File: src/rtl/mem_io_bridge_if.sv
`default_nettype none
// +----------------------------------------------------------------------------+
// | mem_io_bridge_if: mesh io bus plus external outbound/inbound streams.      |
// | Optional lb_mode signal present when MEM_IO_LOOPBACK_EN is defined.        |
// | Revision: 1.0                                                              |
// +----------------------------------------------------------------------------+
interface mem_io_bridge_if #(
  parameter int DATA_WIDTH = 16,
  parameter int IO_PORTS   = 8,
  parameter int PORT_WIDTH = 3
);
  logic [IO_PORTS-1:0]            io_active_out;
  logic [IO_PORTS*DATA_WIDTH-1:0] io_data_out;
  logic [IO_PORTS-1:0]            io_active_in;
  logic [IO_PORTS*DATA_WIDTH-1:0] io_data_in;
  logic                           out_valid;
  logic                           out_ready;
  logic [PORT_WIDTH-1:0]          out_port;
  logic [DATA_WIDTH-1:0]          out_data;
  logic                           in_valid;
  logic                           in_ready;
  logic [PORT_WIDTH-1:0]          in_port;
  logic [DATA_WIDTH-1:0]          in_data;
  logic [IO_PORTS-1:0]            drop;
`ifdef MEM_IO_LOOPBACK_EN
  logic                           lb_mode;
`endif

  modport slave (
`ifdef MEM_IO_LOOPBACK_EN
    input  lb_mode,
`endif
    input  io_active_out, io_data_out, out_ready, in_valid, in_port, in_data,
    output io_active_in, io_data_in, out_valid, out_port, out_data, in_ready, drop
  );

  modport master (
`ifdef MEM_IO_LOOPBACK_EN
    output lb_mode,
`endif
    output io_active_out, io_data_out, out_ready, in_valid, in_port, in_data,
    input  io_active_in, io_data_in, out_valid, out_port, out_data, in_ready, drop
  );
endinterface
`default_nettype wire

File: src/rtl/mem_io_bridge.sv
`default_nettype none
// +----------------------------------------------------------------------------+
// | mem_io_bridge: mesh io ports <-> one outbound and one inbound stream.      |
// | MEM_IO_LOOPBACK_EN adds lb_mode, re-injecting emitted words inbound.       |
// | Revision: 1.0                                                              |
// +----------------------------------------------------------------------------+
module mem_io_bridge #(
  parameter int DATA_WIDTH = 16,
  parameter int IO_PORTS   = 8,
  parameter int PORT_WIDTH = 3
) (
  input wire             clk,
  input wire             rst,
  mem_io_bridge_if.slave bus
);

  typedef enum logic {S_IDLE = 1'b0, S_BUSY = 1'b1} state_e;

  state_e                state_q, state_d;
  logic [IO_PORTS-1:0]   pend_q, pend_d;
  logic [IO_PORTS-1:0]   drop_q, drop_d;
  logic [DATA_WIDTH-1:0] slot_q [IO_PORTS];
  logic [DATA_WIDTH-1:0] slot_d [IO_PORTS];
  logic [PORT_WIDTH-1:0] rr_q, rr_d;
  logic [PORT_WIDTH-1:0] out_port_q, out_port_d;
  logic [DATA_WIDTH-1:0] out_data_q, out_data_d;
  logic [IO_PORTS-1:0]   inj_act_q, inj_act_d;
  logic [DATA_WIDTH-1:0] inj_data_q, inj_data_d;

  logic                  hi_found, lo_found;
  logic [PORT_WIDTH-1:0] hi_idx, lo_idx, pick_idx;
  logic                  load_en, out_hs, in_ready_d;
  logic                  src_valid;
  logic [PORT_WIDTH-1:0] src_port;
  logic [DATA_WIDTH-1:0] src_data;

  // Round-robin pick: lowest pending port >= rr_q, else lowest pending overall.
  always_comb begin
    hi_found = 1'b0;
    lo_found = 1'b0;
    hi_idx   = '0;
    lo_idx   = '0;
    for (int p = IO_PORTS - 1; p >= 0; p--) begin
      if (pend_q[p]) begin
        if (PORT_WIDTH'(p) >= rr_q) begin
          hi_found = 1'b1;
          hi_idx   = PORT_WIDTH'(p);
        end
        lo_found = 1'b1;
        lo_idx   = PORT_WIDTH'(p);
      end
    end
    pick_idx = hi_found ? hi_idx : lo_idx;
  end

  always_comb begin
    state_d    = state_q;
    pend_d     = pend_q;
    drop_d     = drop_q;
    slot_d     = slot_q;
    rr_d       = rr_q;
    out_port_d = out_port_q;
    out_data_d = out_data_q;
    out_hs     = (state_q == S_BUSY) && bus.out_ready;
    load_en    = lo_found && ((state_q == S_IDLE) || bus.out_ready);

    if (load_en) begin
      state_d          = S_BUSY;
      out_port_d       = pick_idx;
      out_data_d       = slot_q[pick_idx];
      pend_d[pick_idx] = 1'b0;
      rr_d = (pick_idx == PORT_WIDTH'(IO_PORTS - 1)) ? '0 : pick_idx + PORT_WIDTH'(1);
    end else if (out_hs) begin
      state_d = S_IDLE;
    end

    // A capture overrides the pend clear above; the old slot value already left.
    for (int p = 0; p < IO_PORTS; p++) begin
      if (bus.io_active_out[p]) begin
        slot_d[p] = bus.io_data_out[p*DATA_WIDTH +: DATA_WIDTH];
        if (pend_q[p] && !(load_en && (pick_idx == PORT_WIDTH'(p)))) begin
          drop_d[p] = 1'b1;
        end
        pend_d[p] = 1'b1;
      end
    end
  end

  always_comb begin
`ifdef MEM_IO_LOOPBACK_EN
    in_ready_d = !rst && !bus.lb_mode;
`else
    in_ready_d = !rst;
`endif
    src_valid = bus.in_valid && in_ready_d;
    src_port  = bus.in_port;
    src_data  = bus.in_data;
`ifdef MEM_IO_LOOPBACK_EN
    if (bus.lb_mode) begin
      src_valid = out_hs;
      src_port  = out_port_q;
      src_data  = out_data_q;
    end
`endif
    // Out-of-range ports match no index and are silently discarded.
    inj_act_d = '0;
    for (int p = 0; p < IO_PORTS; p++) begin
      if (src_valid && (src_port == PORT_WIDTH'(p))) begin
        inj_act_d[p] = 1'b1;
      end
    end
    inj_data_d = src_valid ? src_data : '0;
  end

  always_ff @(posedge clk) begin
    if (rst) begin
      state_q    <= S_IDLE;
      pend_q     <= '0;
      drop_q     <= '0;
      rr_q       <= '0;
      out_port_q <= '0;
      out_data_q <= '0;
      inj_act_q  <= '0;
      inj_data_q <= '0;
      for (int p = 0; p < IO_PORTS; p++) begin
        slot_q[p] <= '0;
      end
    end else begin
      state_q    <= state_d;
      pend_q     <= pend_d;
      drop_q     <= drop_d;
      rr_q       <= rr_d;
      out_port_q <= out_port_d;
      out_data_q <= out_data_d;
      inj_act_q  <= inj_act_d;
      inj_data_q <= inj_data_d;
      slot_q     <= slot_d;
    end
  end

  generate
    for (genvar p = 0; p < IO_PORTS; p++) begin : g_inj
      assign bus.io_data_in[p*DATA_WIDTH +: DATA_WIDTH] = inj_act_q[p] ? inj_data_q : '0;
    end
  endgenerate

  assign bus.io_active_in = inj_act_q;
  assign bus.out_valid    = (state_q == S_BUSY);
  assign bus.out_port     = out_port_q;
  assign bus.out_data     = out_data_q;
  assign bus.in_ready     = in_ready_d;
  assign bus.drop         = drop_q;

endmodule
`default_nettype wire

File: src/flat_wrapper.sv
// flat-port wrapper written by rule: the top's interface ports become plain ports
module mem_io_bridge_flat 
#(
  parameter int DATA_WIDTH = 16,
  parameter int IO_PORTS   = 8,
  parameter int PORT_WIDTH = 3
)
  (clk, rst, bus_io_active_out, bus_io_data_out, bus_out_ready, bus_in_valid, bus_in_port, bus_in_data, bus_io_active_in, bus_io_data_in, bus_out_valid, bus_out_port, bus_out_data, bus_in_ready, bus_drop);
  mem_io_bridge_if #(.DATA_WIDTH(DATA_WIDTH), .IO_PORTS(IO_PORTS), .PORT_WIDTH(PORT_WIDTH)) bus_i ();
  input wire clk;
  input wire rst;
  input wire logic [$bits(bus_i.io_active_out)-1:0] bus_io_active_out;
  input wire logic [$bits(bus_i.io_data_out)-1:0] bus_io_data_out;
  input wire logic [$bits(bus_i.out_ready)-1:0] bus_out_ready;
  input wire logic [$bits(bus_i.in_valid)-1:0] bus_in_valid;
  input wire logic [$bits(bus_i.in_port)-1:0] bus_in_port;
  input wire logic [$bits(bus_i.in_data)-1:0] bus_in_data;
  output wire logic [$bits(bus_i.io_active_in)-1:0] bus_io_active_in;
  output wire logic [$bits(bus_i.io_data_in)-1:0] bus_io_data_in;
  output wire logic [$bits(bus_i.out_valid)-1:0] bus_out_valid;
  output wire logic [$bits(bus_i.out_port)-1:0] bus_out_port;
  output wire logic [$bits(bus_i.out_data)-1:0] bus_out_data;
  output wire logic [$bits(bus_i.in_ready)-1:0] bus_in_ready;
  output wire logic [$bits(bus_i.drop)-1:0] bus_drop;
  assign bus_i.io_active_out = bus_io_active_out;
  assign bus_i.io_data_out = bus_io_data_out;
  assign bus_i.out_ready = bus_out_ready;
  assign bus_i.in_valid = bus_in_valid;
  assign bus_i.in_port = bus_in_port;
  assign bus_i.in_data = bus_in_data;
  assign bus_io_active_in = bus_i.io_active_in;
  assign bus_io_data_in = bus_i.io_data_in;
  assign bus_out_valid = bus_i.out_valid;
  assign bus_out_port = bus_i.out_port;
  assign bus_out_data = bus_i.out_data;
  assign bus_in_ready = bus_i.in_ready;
  assign bus_drop = bus_i.drop;
  mem_io_bridge #(.DATA_WIDTH(DATA_WIDTH), .IO_PORTS(IO_PORTS), .PORT_WIDTH(PORT_WIDTH)) u_core (.clk(clk), .rst(rst), .bus(bus_i));
endmodule
File: config.mk
export PLATFORM = sky130hd
export DESIGN_NAME = mem_io_bridge_flat
export DESIGN_NICKNAME = d
export VERILOG_FILES = /design/src/rtl/mem_io_bridge_if.sv /design/src/rtl/mem_io_bridge.sv /design/src/flat_wrapper.sv
export SDC_FILE = /design/constraint.sdc
export NUM_CORES = 1
export LEC_CHECK = 0
export CELL_PAD_IN_SITES_DETAIL_PLACEMENT = 0
export CELL_PAD_IN_SITES_GLOBAL_PLACEMENT = 2
export CORE_ASPECT_RATIO = 1.4
export CORE_MARGIN = 2
export CORE_UTILIZATION = 26
export DETAILED_ROUTE_END_ITERATION = 8
export PLACE_DENSITY = 0.77
export REMOVE_ABC_BUFFERS = 1
export SKIP_CTS_REPAIR_TIMING = 1
export SLEW_MARGIN = 10
export SYNTH_ARGS = -nofsm -noshare
export SYNTH_HDL_FRONTEND = slang
export SYNTH_SLANG_ARGS = --single-unit
File: constraint.sdc
create_clock -name clk -period 2.7 [get_ports clk]
set_input_delay 0.54 -clock clk [delete_from_list [all_inputs] [get_ports clk]]
set_output_delay 0.54 -clock clk [all_outputs]
set_load 0.01 [all_outputs]
======== Word level (Yosys, flattened, before mapping) ========
Cells that the tools add are included.
word-level totals
  bits in latches ......................... 0
  bits in writable memories ............... 0
  memories kept ........................... 0
  bits in registers ....................... 191
  input bits .............................. 159
  memory bits (read-only) ................. 0
  output and inout bits ................... 165
operators by class
  muxes and demuxes ....................... 82
  multiply operators ...................... 0
  divide/modulo/power cells ............... 0
  reduce and logical (&&, ||, !) cells .... 58
  shift-type cells ........................ 0
  equality and inequality tests ........... 14
  bitwise gates (word level) .............. 5
  order comparisons ....................... 11
  add/subtract/negate cells ............... 1
operators with widths
  operator               number
  $mux W16               10
  $mux W3                26
  $bmux W16 S3           1
  $mux W1                43
  $logic_and A1 B1 Y1    28
  $eq A3 B3 Y1 const B   8
  $reduce_bool A2 Y1     9
  $reduce_and A2 Y1      8
  $eq A3 B2 Y1 const B   4
  $ge A3 B3 Y1 const A   4
  $logic_not A1 Y1       9
  $and A8 B8 Y8          1
  $mux W8                1
  $not A8 Y8             1
  $eq A3 B1 Y1 const B   2
  $ge A1 B3 Y1 const A   2
  $ge A2 B3 Y1 const A   2
  $logic_not A3 Y1       2
  $ge A4 B4 Y1 const B   1
  $lt A3 B4 Y1 const B   1
  $not A3 Y4             1
  $add A3 B1 Y3 const B  1
  $demux W1 S3           1
  $ge A3 B1 Y1 const B   1
  other kinds (3)        4

======== Longest topological paths before layout ========
  word-level depth ........................ 26
  gate-level depth with buffers ........... 12
  gate-level depth less buffers ........... 10

======== Worst setup path after synthesis ========
OpenSTA, ideal clock, no wires.
  path type ............................... register -> register
  start point ............................. register u_core.rr_q[2]
  end point ............................... register u_core.drop_q[3] (netlist: u_core.bus.drop[3])
  clock period less this slack ............ 2,220 ps
  path slack .............................. 480 ps
  cell stages (with the launch flop) ...... 12
  arrival ................................. 2,092 ps
  path through ............................ dfxtp_1 -> buf_2 -> nand2b_1 -> a21oi_1 -> o32ai_1 -> a41oi_1 -> nor2_1 -> ha_1 -> ha_1 -> nand2_1 -> a31oi_1 -> nor2_1
on the way
  word-level cells in the longest chain between the ends .. 23
RTL lines
  what                                    RTL line              text
  from (decl)                             mem_io_bridge.sv:24   logic [PORT_WIDTH-1:0] rr_q, rr_d;
  from (signal assigned)                  mem_io_bridge.sv:132  rr_q <= rr_d;
  $ge A3 B3 Y1                            mem_io_bridge.sv:45   if (PORT_WIDTH'(p) >= rr_q) begin
  $mux W3 or $mux W1 (tied branches)      mem_io_bridge.sv:45
  $mux W3 or $mux W1 (tied branches)      mem_io_bridge.sv:44   if (pend_q[p]) begin
  $mux W3 or $mux W1 (tied branches)      mem_io_bridge.sv:45
  $mux W3 or $mux W1 (tied branches)      mem_io_bridge.sv:44
  $mux W3 or $mux W1 (tied branches)      mem_io_bridge.sv:45
  $mux W3 or $mux W1 (tied branches)      mem_io_bridge.sv:44
  $mux W3 or $mux W1 (tied branches)      mem_io_bridge.sv:45
  [... 8 more ...]                        --
  $mux W3 or $mux W1 (tied branches)      mem_io_bridge.sv:44
  $mux W3 (*)                             mem_io_bridge.sv:53   pick_idx = hi_found ? hi_idx : lo_idx;
  net u_core.pick_idx[0]                  mem_io_bridge.sv:31   logic [PORT_WIDTH-1:0] hi_idx, lo_idx, pick_idx;
  $eq A3 B2 Y1 (*)                        mem_io_bridge.sv:81   if (pend_q[p] && !(load_en && (pick_idx == PORT_WIDTH'(p)))) begin
  $logic_and A1 B1 Y1 (*)                 mem_io_bridge.sv:81
  $logic_not A1 Y1 (*)                    mem_io_bridge.sv:81
  $logic_and A1 B1 Y1 (*)                 mem_io_bridge.sv:81
  $reduce_and A2 Y1 (no source line) (*)  --
  to (signal assigned)                    mem_io_bridge.sv:131  drop_q <= drop_d;
  to (decl)                               mem_io_bridge.sv:21   logic [IO_PORTS-1:0] drop_q, drop_d;
The timed path passes the listed nets; every way through them passes the cells marked *.
A chain may end at the register's enable or synchronous reset.

======== Worst setup path after layout ========
  start point ............................. register u_core.inj_act_q[7] (netlist: u_core.bus.io_active_in[7])
  end point ............................... output port bus_io_data_in[122]
on the way
  word-level cells in the longest chain between the ends .. 1
RTL lines
  what                    RTL line              text
  from (decl)             mem_io_bridge.sv:27   logic [IO_PORTS-1:0] inj_act_q, inj_act_d;
  from (signal assigned)  mem_io_bridge.sv:135  inj_act_q <= inj_act_d;
  $mux W16                mem_io_bridge.sv:143  assign bus.io_data_in[p*DATA_WIDTH +: DATA_WIDTH] = inj_act_q[p] ? inj_data_q : '0;
  to (decl)               flat_wrapper.sv:19    output wire logic [$bits(bus_i.io_data_in)-1:0] bus_io_data_in;
No other way between the ends.

==> run_results.csv <==
group,metric,value,unit
run_status,outcome,"complete, no violations",
cts,cts_tree,"done",
place,hpwl,23800,um
worst_setup_path,cp-end-kind,"primary output",
worst_setup_path,worstPathArrival,1.98,ns
timing,final.setup_skew,0.0111,ns
worst_setup_path,cp_max_fo,17,
grt,overflow,0,
floorplan,rows,79,
yosys,synth_ff_type,"dfxtp_1",
route,wirelength,33300,um
yosys,synthCells,981,
cts,h-tree-depth,4,
final_layout,fin_util,0.396,
cts,cts_root_buf,"clkbuf_16",
timing,hold_viol,0,
final_layout,layout-drive-gt1-share,0.0612,
yosys,synth_seq_area_share,0.434,
cts,cts_buffers,17,
worst_setup_path,reg2reg_depth,7,
worst_setup_path,startpoint_type,"flip-flop",
grt,busiest_layer,"met2",
cts,clock_path_buffers,2,
floorplan,start_util,0.264,
run,cap_violations,0,
yosys,avgSynthCellArea,8.97,um^2
grt,grt_max_degree,49,
timing,rsz0062_at_grt,"no",
cts,cts_sinks,191,
grt,grt_pass1_vias,8350,
place,io_buffers,323,
timing,slew_violations,0,
timing,worstMarginPinSlew,0.891,ns
timing,hold_slack,0.425,ns
yosys,ys_types,49,
final_layout,final_common_cell,"clkdlybuf4s50_1",
yosys,ys_ff_latch,191,
cts,clock_latency,0.46,ns
route,num_vias,8231,
grt,grt_use_met1,0.209,
floorplan,core-area,33300,um^2
pwr,leakage,0.00524,uW
route,first_iter_violations,394,
floorplan,dieWidth,160,um
place,place.gp.congestion,0.846,
worst_setup_path,crit_type,"reg -> out",
cts,clkTransAtPathRegs,0.07,ns
timing,period_minus_slack,2.52,ns
route,avgViaCountPerCell,4.74,
hold_path,min_path_type,"in -> reg",
pwr,peakVddDrop,0.000504,V
yosys,syn_area,8800,um^2
floorplan,die_area,35400,um^2
timing,finalSetupViolCount,0,
final_layout,fillers,3406,
timing,fmax,0.397,GHz
hold_path,whs_path_depth,2,
final_layout,fin_nets,1443,
timing,post-route-period-util,0.933,
route,first_pass_iters,4,
pwr,p_total,8940,uW
final_layout,final_cell_mix,"322 x clkdlybuf4s50_1, 191 x dfxtp_1, 151 x nor2_1",
worst_setup_path,cp.required,2.16,ns
route,routedWlPerCell,19.1,um
grt,antenna_found_initial,2,
grt,gr-usage-met2,0.328,
grt,grt_util_met3,0.0447,
grt,grt_pass1_wl,49700,um
pwr,p_per_area,677,nW/um^2
final_layout,area_delta_synth_final,50.0,%
floorplan,die_h,222,um
route,drc,0,
floorplan,pin_count,324,
grt,grt_util_all_layers,0.184,
yosys,synth_edf_count,0,
timing,slew_headroom,0.402,
route,postRouteAntennaNets,0,
yosys,yosysWarnings,0,
yosys,ys_async_sr_fraction,0,
-- synthesized netlist by cell type, types with 3 or more instances --
cell type | count | area, um^2
dfxtp_1 | 191 | 3820
nor2_1 | 151 | 567
and2_1 | 145 | 907
mux2i_1 | 129 | 1290
clkbuf_1 | 63 | 236
o21ai_0 | 37 | 185
a22oi_1 | 30 | 225
a31oi_1 | 25 | 156
nand3_1 | 23 | 115
a21oi_1 | 21 | 105
nand2_1 | 21 | 78.8
a21o_1 | 16 | 120
a22o_1 | 15 | 131
a311oi_1 | 15 | 131
a32oi_1 | 15 | 131
inv_1 | 14 | 52.6
buf_2 | 9 | 45.0
ha_1 | 6 | 75.1
nand2b_1 | 6 | 37.5
nor2b_1 | 5 | 31.3
nor3_1 | 4 | 20.0
o31ai_1 | 4 | 30.0
buf_4 | 3 | 22.5
inv_2 | 3 | 11.3
-- cell families after synthesis --
kind of cell,share of synthesized area
and+or+nand+nor,0.211
AOI/OAI and AO/OA,0.157
DFF,0.434
muxes,0.147
buffers and inverters,0.0426
adders and majority gates,0.00853
-- layout make-up --
class | instances | area, um^2 | area share
diodes | 1 | 2.50 | 0.000190
inverters | 17 | 63.8 | 0.00483
multi-input cells | 696 | 4630 | 0.351
repair buffers | 355 | 3510 | 0.266
clock buffers | 20 | 457 | 0.0346
flip-flops and latches | 191 | 3820 | 0.290
well taps | 445 | 557 | 0.0422
clock inverters | 12 | 153 | 0.0116
-- where the power goes --
group / internal (uW) / total, uW / switching, uW / leakage [uW]
sequential: 3080 / 3310 / 238 / 0.00158
combinational: 1270 / 2930 / 1670 / 0.00336
clock: 1510 / 2690 / 1180 / 0.000301
total: 5850 / 8940 / 3080 / 0.00524
-- worst paths after layout --
kind                                    from                      end  slack [ns]
hold / removal                           rst        u_core.slot_q[96]        0.43
setup / recovery  u_core.bus.io_active_in[7]      bus_io_data_in[122]        0.18
hold reg to reg       u_core.bus.out_port[1]   u_core.bus.out_port[1]        0.46
setup reg to reg            u_core.pend_q[7]  u_core.bus.out_data[15]        0.23
-- critical path, stage by stage, from the launching register on --
cell and delay (ns):
dfxtp_1 0.76, and2_1 0.22, clkdlybuf4s50_1 0.54
-- routing by layer --
| layer | vias up | part of all wire |
|---|---|---|
| met3 | 48 | 0.072 |
| met4 | 2 | 0.032 |
| li1 | 4008 | - |
| met5 | - | 0.00036 |
| met1 | 3815 | 0.41 |
| met2 | 358 | 0.49 |
-- state kept, by name, summed over array words and instances (netlist names) --
register / cells
u_core.bus.drop: 8
u_core.bus.io_active_in: 8
u_core.bus.out_data: 16
u_core.bus.out_port: 3
u_core.bus.out_valid: 1
u_core.inj_data_q: 16
u_core.pend_q: 8
u_core.rr_q: 3
u_core.slot_q: 128
-- stage by stage --
step	setup WS (ns)	instances	setup TNS [ns]	instance area [um^2]
floorplan	-0.648	904	-12.88	8490
global route	0.0293	1737	0	13200
detailed placement	0.200	1704	0	12600
CTS	0.135	1736	0	13200
finish	0.180	1737	0	13200
global placement	0.258	1704	0	12600
Power figures use the tool's default switching activity.
